===== src/rtl/cpu_ctrl_pkg.sv =====
// Shared encodings for the CPU control FSM: opcodes, state numbers and ALU op codes.
package cpu_ctrl_pkg;

  typedef enum logic [2:0] {
    OP_LD   = 3'b000,
    OP_MV   = 3'b001,
    OP_ADD  = 3'b010,
    OP_SUB  = 3'b011,
    OP_XOR  = 3'b100,
    OP_LDPC = 3'b101,
    OP_BR   = 3'b110,
    OP_ILL  = 3'b111
  } opcode_e;

  typedef enum logic [3:0] {
    ST_IDLE   = 4'd0,
    ST_DECODE = 4'd1,
    ST_LOAD   = 4'd2,
    ST_MOV    = 4'd3,
    ST_LDPC   = 4'd4,
    ST_BRANCH = 4'd5,
    ST_ALU    = 4'd6
  } state_e;

  typedef enum logic [1:0] {
    ALU_ADD = 2'b00,
    ALU_SUB = 2'b01,
    ALU_XOR = 2'b10
  } alu_op_e;

endpackage


===== src/rtl/ctrl_step_counter.sv =====
// Step counter for the multi-cycle ALU sequence; clear wins over enable.
module ctrl_step_counter #(
  parameter int STEPS = 3
) (
  input  logic       clock,
  input  logic       resetn,
  input  logic       clr,
  input  logic       en,
  output logic [2:0] count,
  output logic       last
);

  localparam logic [2:0] LAST_IDX = 3'(STEPS - 1);

  always_ff @(posedge clock) begin
    if (!resetn)  count <= '0;
    else if (clr) count <= '0;
    else if (en)  count <= count + 3'd1;
  end

  assign last = (count == LAST_IDX);

endmodule


===== src/rtl/cpu_ctrl_fsm.sv =====
// CPU control FSM: captures an instruction, decodes it and sequences datapath enables.
module cpu_ctrl_fsm
  import cpu_ctrl_pkg::*;
#(
  parameter int INSTR_W   = 16,
  parameter int ALU_STEPS = 3,
  parameter bit MEM_WAIT  = 1'b1
) (
  input  logic               clock,
  input  logic               resetn,
  input  logic               new_instr,
  input  logic [INSTR_W-1:0] instr,
  input  logic               mem_ready,
  output logic [INSTR_W-1:0] ir,
  output logic [3:0]         state,
  output logic [2:0]         alu_step,
  output logic [1:0]         alu_op,
  output logic               mem_req,
  output logic               ld_en,
  output logic               mv_en,
  output logic               alu_a_en,
  output logic               alu_g_en,
  output logic               alu_wb_en,
  output logic               pc_ld_en,
  output logic               br_en,
  output logic               busy,
  output logic               done,
  output logic               illegal
);

  localparam logic [2:0] G_STEP  = 3'(ALU_STEPS - 2);
  localparam logic [2:0] WB_STEP = 3'(ALU_STEPS - 1);

  state_e     state_q;
  logic [2:0] step;
  logic [2:0] step_nxt;
  logic       step_last;
  logic       mem_go;
  logic       done_q;
  opcode_e    dec_op;

  ctrl_step_counter #(.STEPS(ALU_STEPS)) u_step (
    .clock  (clock),
    .resetn (resetn),
    .clr    ((state_q != ST_ALU) || step_last),
    .en     (state_q == ST_ALU),
    .count  (step),
    .last   (step_last)
  );

  assign dec_op   = opcode_e'(ir[INSTR_W-1 -: 3]);
  assign step_nxt = step + 3'd1;
  assign mem_go   = MEM_WAIT ? mem_ready : 1'b1;

  // Outputs are registered with the state they belong to, so each branch
  // loads the enables of the state it is entering.
  always_ff @(posedge clock) begin
    if (!resetn) begin
      state_q   <= ST_IDLE;
      ir        <= '0;
      alu_op    <= ALU_ADD;
      mem_req   <= 1'b0;
      mv_en     <= 1'b0;
      alu_a_en  <= 1'b0;
      alu_g_en  <= 1'b0;
      alu_wb_en <= 1'b0;
      pc_ld_en  <= 1'b0;
      br_en     <= 1'b0;
      done_q    <= 1'b0;
      illegal   <= 1'b0;
    end else begin
      // NOTE: non-blocking assignments throughout, so these defaults and the
      // overrides below all resolve against the pre-edge state.
      mem_req   <= 1'b0;
      mv_en     <= 1'b0;
      alu_a_en  <= 1'b0;
      alu_g_en  <= 1'b0;
      alu_wb_en <= 1'b0;
      pc_ld_en  <= 1'b0;
      br_en     <= 1'b0;
      done_q    <= 1'b0;
      illegal   <= 1'b0;
      case (state_q)
        ST_IDLE: begin
          if (new_instr) begin
            ir      <= instr;
            state_q <= ST_DECODE;
            illegal <= (opcode_e'(instr[INSTR_W-1 -: 3]) == OP_ILL);
          end
        end
        ST_DECODE: begin
          case (dec_op)
            OP_LD:   begin state_q <= ST_LOAD;   mem_req  <= 1'b1; end
            OP_MV:   begin state_q <= ST_MOV;    mv_en    <= 1'b1; done_q <= 1'b1; end
            OP_LDPC: begin state_q <= ST_LDPC;   pc_ld_en <= 1'b1; done_q <= 1'b1; end
            OP_BR:   begin state_q <= ST_BRANCH; br_en    <= 1'b1; done_q <= 1'b1; end
            OP_ADD, OP_SUB, OP_XOR: begin
              state_q  <= ST_ALU;
              alu_op   <= (dec_op == OP_ADD) ? ALU_ADD :
                          (dec_op == OP_SUB) ? ALU_SUB : ALU_XOR;
              alu_a_en <= 1'b1;
              alu_g_en <= (ALU_STEPS == 2);
            end
            default: state_q <= ST_IDLE;
          endcase
        end
        ST_LOAD: begin
          if (mem_go) begin
            state_q <= ST_IDLE;
          end else begin
            mem_req <= 1'b1;
          end
        end
        ST_ALU: begin
          if (step_last) begin
            state_q <= ST_IDLE;
          end else begin
            alu_g_en  <= (step_nxt == G_STEP);
            alu_wb_en <= (step_nxt == WB_STEP);
            done_q    <= (step_nxt == WB_STEP);
          end
        end
        default: state_q <= ST_IDLE;
      endcase
    end
  end

  // Load completion follows mem_ready within the same cycle.
  assign ld_en    = (state_q == ST_LOAD) && mem_go;
  assign done     = done_q || ld_en;
  assign busy     = (state_q != ST_IDLE);
  assign state    = state_q;
  assign alu_step = step;

endmodule

===== config.mk =====
export PLATFORM = sky130hd
export DESIGN_NAME = cpu_ctrl_fsm
export DESIGN_NICKNAME = d
export VERILOG_FILES = /design/src/rtl/cpu_ctrl_pkg.sv /design/src/rtl/ctrl_step_counter.sv /design/src/rtl/cpu_ctrl_fsm.sv
export SDC_FILE = /design/constraint.sdc
export NUM_CORES = 1
export LEC_CHECK = 0
export ABC_CLOCK_PERIOD_IN_PS = 1400
export BUFFER_PORTS_ARGS = -buffer_cell sky130_fd_sc_hd__buf_2
export CAP_MARGIN = 15
export CORE_MARGIN = 1.5
export CORE_UTILIZATION = 43
export DETAILED_ROUTE_END_ITERATION = 7
export MAX_ROUTING_LAYER = met4
export PLACE_DENSITY = 0.84
export RECOVER_POWER = 100
export SYNTH_ARGS = -nofsm -noshare
export SYNTH_HDL_FRONTEND = slang
export SYNTH_SLANG_ARGS = --single-unit

===== constraint.sdc =====
create_clock -name clock -period 1.4 [get_ports clock]
set_input_delay 0.14 -clock clock [delete_from_list [all_inputs] [get_ports clock]]
set_output_delay 0.14 -clock clock [all_outputs]
set_load 0.1 [all_outputs]

======== Word-level counts from Yosys, hierarchy flattened ========
Cells that the tools add are included.
operators by class
  add/sub/neg operators ................... 1
  eq/ne operators ......................... 17
  muxes and demuxes ....................... 17
  bitwise logic cells ..................... 2
  reductions and logical operators ........ 16
operators with widths
  kind                                                                      count
  4-bit one-hot mux with 4 select lines                                     1
  3-bit one-hot mux with 5 select lines                                     1
  3-bit by 2-bit == test with 1-bit output (second input constant)          4
  3-bit == test (second input constant)                                     4
  4-bit two-way mux                                                         3
  3-bit OR reduction                                                        3
  1-bit two-way mux                                                         8
  2-bit AND reduction                                                       4
  3-bit by 1-bit == test with 1-bit output (second input constant)          2
  2-bit inequality test (second input constant)                             3
  3-bit AND reduction                                                       2
  4-bit by 1-bit == test with 1-bit output (second input constant)          1
  4-bit by 2-bit == test with 1-bit output (second input constant)          1
  4-bit by 3-bit == test with 1-bit output (second input constant)          1
  4-bit zero test                                                           1
  2-bit two-way mux                                                         2
  4-bit by 3-bit inequality test with 1-bit output (second input constant)  1
  1-bit one-hot mux with 2 select lines                                     2
  4-bit nonzero test                                                        1
  3-bit by 1-bit adder with 3-bit output (second input constant)            1
  3-bit zero test                                                           1
  1-bit logical OR                                                          2
  1-bit NOT                                                                 2
  2-bit OR reduction                                                        1
  1-bit logical AND                                                         1
storage, ports and cells
  register bits after elaboration ......... 34
  output and inout bits ................... 36
  logic and storage cells ................. 66

======== Depth between registers and ports, before layout ========
  word-level depth ........................ 4
  mapped depth ............................ 5
  mapped depth without buffers ............ 5

======== Modules after synthesis ========
Synthesis repeated with hierarchy kept, for this count alone.
unflattened totals
  cell total of the unflattened synthesis .. 161
  area, all modules ....................... 1,412.6 um^2
modules (own cells, without submodules)
  module             times used  cells each  area an instance (um^2)  sequential area each (um^2)
  cpu_ctrl_fsm       1           146         1,257.5                  600.6
  ctrl_step_counter  1           15          155.1                    60.1

======== Least setup slack after synthesis ========
Ideal clock, no wire load.
  path kind ............................... reg-to-output
  start point ............................. register state_q[1] (netlist: state[1])
  end point ............................... output port done
  data arrival time ....................... 2,749 ps
  required time ........................... 1,260 ps
  path slack .............................. -1,489 ps
  stages on the path, launching flop included .. 4
  path buffers ............................ 1
  path through ............................ dfxtp_1 buf_2 and3_1 or2_2
between the ends
  cells in the longest elaborated chain, start to end .. 3
RTL lines
  what                                      line                 text
  from (decl)                               cpu_ctrl_fsm.sv:34   state_e state_q;
  from (signal assigned)                    cpu_ctrl_fsm.sv:59   state_q <= ST_IDLE;
  from (signal assigned)                    cpu_ctrl_fsm.sv:87   state_q <= ST_DECODE;
  from (signal assigned)                    cpu_ctrl_fsm.sv:93   OP_LD: begin state_q <= ST_LOAD; mem_req <= 1'b1; end
  4-bit by 2-bit == test with 1-bit output  cpu_ctrl_fsm.sv:129  assign ld_en = (state_q == ST_LOAD) && mem_go;
  1-bit logical AND                         cpu_ctrl_fsm.sv:129
  net ld_en                                 cpu_ctrl_fsm.sv:19   output logic ld_en,
  1-bit logical OR                          cpu_ctrl_fsm.sv:130  assign done = done_q || ld_en;
  to (decl)                                 cpu_ctrl_fsm.sv:27   output logic done,
The timed path passes the listed nets, and every way through them passes these cells.

======== Worst setup path in the final report ========
  start point ............................. register state_q[0] (netlist: state[0])
  end point ............................... output port busy
between the ends
  cells in the longest elaborated chain, start to end .. 1
RTL lines
  what                line                 text
  4-bit nonzero test  cpu_ctrl_fsm.sv:131  assign busy = (state_q != ST_IDLE);
  to (decl)           cpu_ctrl_fsm.sv:26   output logic busy,
Every way passes these cells.

==> summary.txt <==
Status: finished, violations left
Failing checks: setup timing
H-tree levels: 2
Critical path cell sequence: buf_6, or3_4, buf_12
Clock period minus final worst setup slack: 1.506 ns
Hold_buf cts: 0
Static Leak: 0.0008802 uW
CTS Buf Count: 5
Worst slack at placement: 0.09153 ns
Top cell type's share of synthesized area: 0.4644
Total core area: 0.003103 mm^2
Top cells by area, synth: dfxtp_1 46%, nand2_1 9.5%, a21boi_1 5.3%, a21boi_0 4.2%, ha_1 3.5%
Yosys top cell by area: dfxtp_1
Post-Syn Nets: 184
Fill cells: 284
Antenna cell count: 0
EDFF count, synth: 0
CTS root buf: clkbuf_4
DIE AREA: 0.003663 mm^2
Yosys reg bits: 33
Critical Path Start Type: flop
Placement Rows: 20
Power share of the clock group: 0.178
Global-route wire length before repair: 5064 um
Seq/Total Area, Yosys: 0.4644
Layout cells sized above 1: 0.4159
CTS tree: yes
DRC viols: 0
Pwr/cell area: 1383 mW/mm^2
Net Sw Frac: 0.4357
Reg power frac: 0.385
Seq. cell area: 689.4 um^2
Crit path largest cell delay: 0.37 ns
Maxcap violations: 0
Syn. warnings: 0
Syn-to-layout area delta: 40.72%
Setup Skew: 0.009142 ns
Synthesized area per cell: 8.891 um^2
GP Congestion: 0.7860
Final Slew Violations: 0
Die Wd: 60.52 um
Hold Path Class: primary input to flop
Worst EP required: 1.26 ns
I/O Pins: 56
Largest net degree at the start of global routing: 21
Max_slew headroom: 0.6334
Final instance area: 0.002002 mm^2
Final #Nets: 249
Latest clock arrival within the worst-skew pair: 0.33 ns
P_int: 1562 uW
RSZ-0062 raised after global routing: yes
Dpl hpwl: 2163 um
Final worst setup slack: -0.1055 ns
Combinational fraction of design power: 0.437
Avg WL per Cell: 11.45 um
Slew @ Worst Pin: 0.5523 ns
CP max FO: 4
Placed Area: 0.001843 mm^2
Post-Synthesis Cells: 160
Fin crit share: 1.075
Setup-failing EPs final: 21
DR vias: 1307
Worst Hold Slack: 0.03946 ns
Vias per cell: 4.841
Vias in the first global route: 1195
Post-layout power: 2769 uW
Routed WL: 3092 um
DIE HEIGHT: 60.52 um
Total global routing track utilization: 0.1907
Number of distinct library cells after synthesis: 36
Final hold violation count: 0
CTS Buffer Depth: 2
Nature of the critical path endpoint: output port
Crit Path Class: flop to output port
Critical path arrival: 1.37 ns
Port Buffers: 54
Antenna violations before repair: 0
GRT Residual Overflow: 0
Fin Setup TNS: -0.6485 ns
Initial core utilization: 0.4585
Post-route ant nets: 0
Ys flop type: dfxtp_1
Clock-pin slew on the worst setup and hold paths: 0.10 ns
Worst VDD drop: 0.0007386 V
Area of the multi-input gates: 706.9 um^2
Net Switching: 1206 uW
Starting DRT DRC Count: 46
Crit-path slowest cell: dfxtp_4
Syn Std Cell Area: 0.001423 mm^2
Async S/R FF share, synth: 0
FMAX: 664.2 MHz
TritonRoute pass-1 iters: 4
CTS Sinks: 33
==> final cells by class <==
type                    instances  area share
clock buffers                   8     0.02437
inverters                       5    0.009375
multi-input cells             110      0.3531
flip-flops and latches         33      0.3444
well taps                      44     0.02750
repair buffers                 70      0.2412
==> cell usage in the layout, fill, tap and decap left out, types with 3 or more instances in the layout <==
cell type and instances:
nand2_1 36, clkbuf_2 27, dfxtp_1 24, buf_2 19, a21boi_1 16, buf_4 12, nor2_1 10, clkbuf_4 7
dfxtp_4 7, buf_6 6, inv_1 5, ha_1 4, buf_12 4, o21ai_0 3, a21oi_1 3, o211ai_1 3
clkbuf_1 3
==> sequential cells by signal, summed over array words and instances (netlist names), 2 cells and up <==
register / cells
ir: 16
state: 3
u_step.count: 3
alu_op: 2
==> path summary, 6_finish.rpt <==
path	start	endpoint	slack [ns]	cells after the start
worst max register to register	state[0]	ir[2]	-0.04	5
worst min-delay path	instr[4]	ir[4]	0.04	3
worst min register to register	ir[4]	ir[4]	0.45	2
worst max-delay path	state[0]	busy	-0.11	3
==> per-stage QoR <==
| step | utilization | std cells |
|---|---|---|
| finish | 0.6452 | 270 |
| detailed placement | 0.5940 | 255 |
| global placement | 0.5940 | 255 |
| floorplan | - | 160 |
| global route | 0.6452 | 270 |
| CTS | 0.6363 | 270 |
==> kinds of logic (layout without fill, tap and decap cells) <==
| family | after synthesis | count (layout) | share of synthesized area |
|---|---|---|---|
| AO/OA/AOI/OAI | 30 | 30 | 0.1486 |
| XOR/XNOR | 2 | 2 | 0.01232 |
| adder cells (fa/ha/maj) | 4 | 4 | 0.03518 |
| buffers and inverters | 17 | 83 | 0.06859 |
| flip-flops | 33 | 33 | 0.4644 |
| multiplexers | 1 | 1 | 0.007036 |
| other | 1 | 1 | 0.002636 |
| AND/OR/NAND/NOR | 72 | 72 | 0.2612 |
==> critical path, delay by kind of cell, from the launching register on <==
family / cells / cell delay, ns
simple gates: 1 / 0.37
buf+inv: 2 / 0.29
flops: 1 / 0.37
==> power by group through the flow <==
stage	Clock, uW	Combinational, uW	Sequential, uW
4_1_cts	504	1190	1060
5_1_grt	563	1260	1080
6_report	492	1210	1070
2_1_floorplan	0	444	1550
3_3_place_gp	0	1090	1090
3_5_place_dp	0	1100	1090
==> metal layers <==
metal,GRT usage,wire length [um]
met4,0.07453,48
met3,0.06183,203
met5,-,0
met1,0.2297,1436
met2,0.2966,1404
==> cell usage after synthesis (all sizes together) (2+ instances only) <==
library cell and number:
nor3b 2, nor4b 3, o21a 2, ha 4
or3b 3, a21boi 18, o211ai 3, dfxtp 33
or3 2, inv 5, clkbuf 4, nand4 2
nand3 2, nor2 11, a21oi 3, xnor2 2
nor4 2, nand2 36, nor3 2, buf 8
o21ai 3
==> repair_timing <==
action                     CTS  global route
setup buffers                7             0
resized for setup            9            11
pin swaps                    3             3
setup endpoints to repair    4            23
No activity file was read; power rests on OpenSTA's default activity.
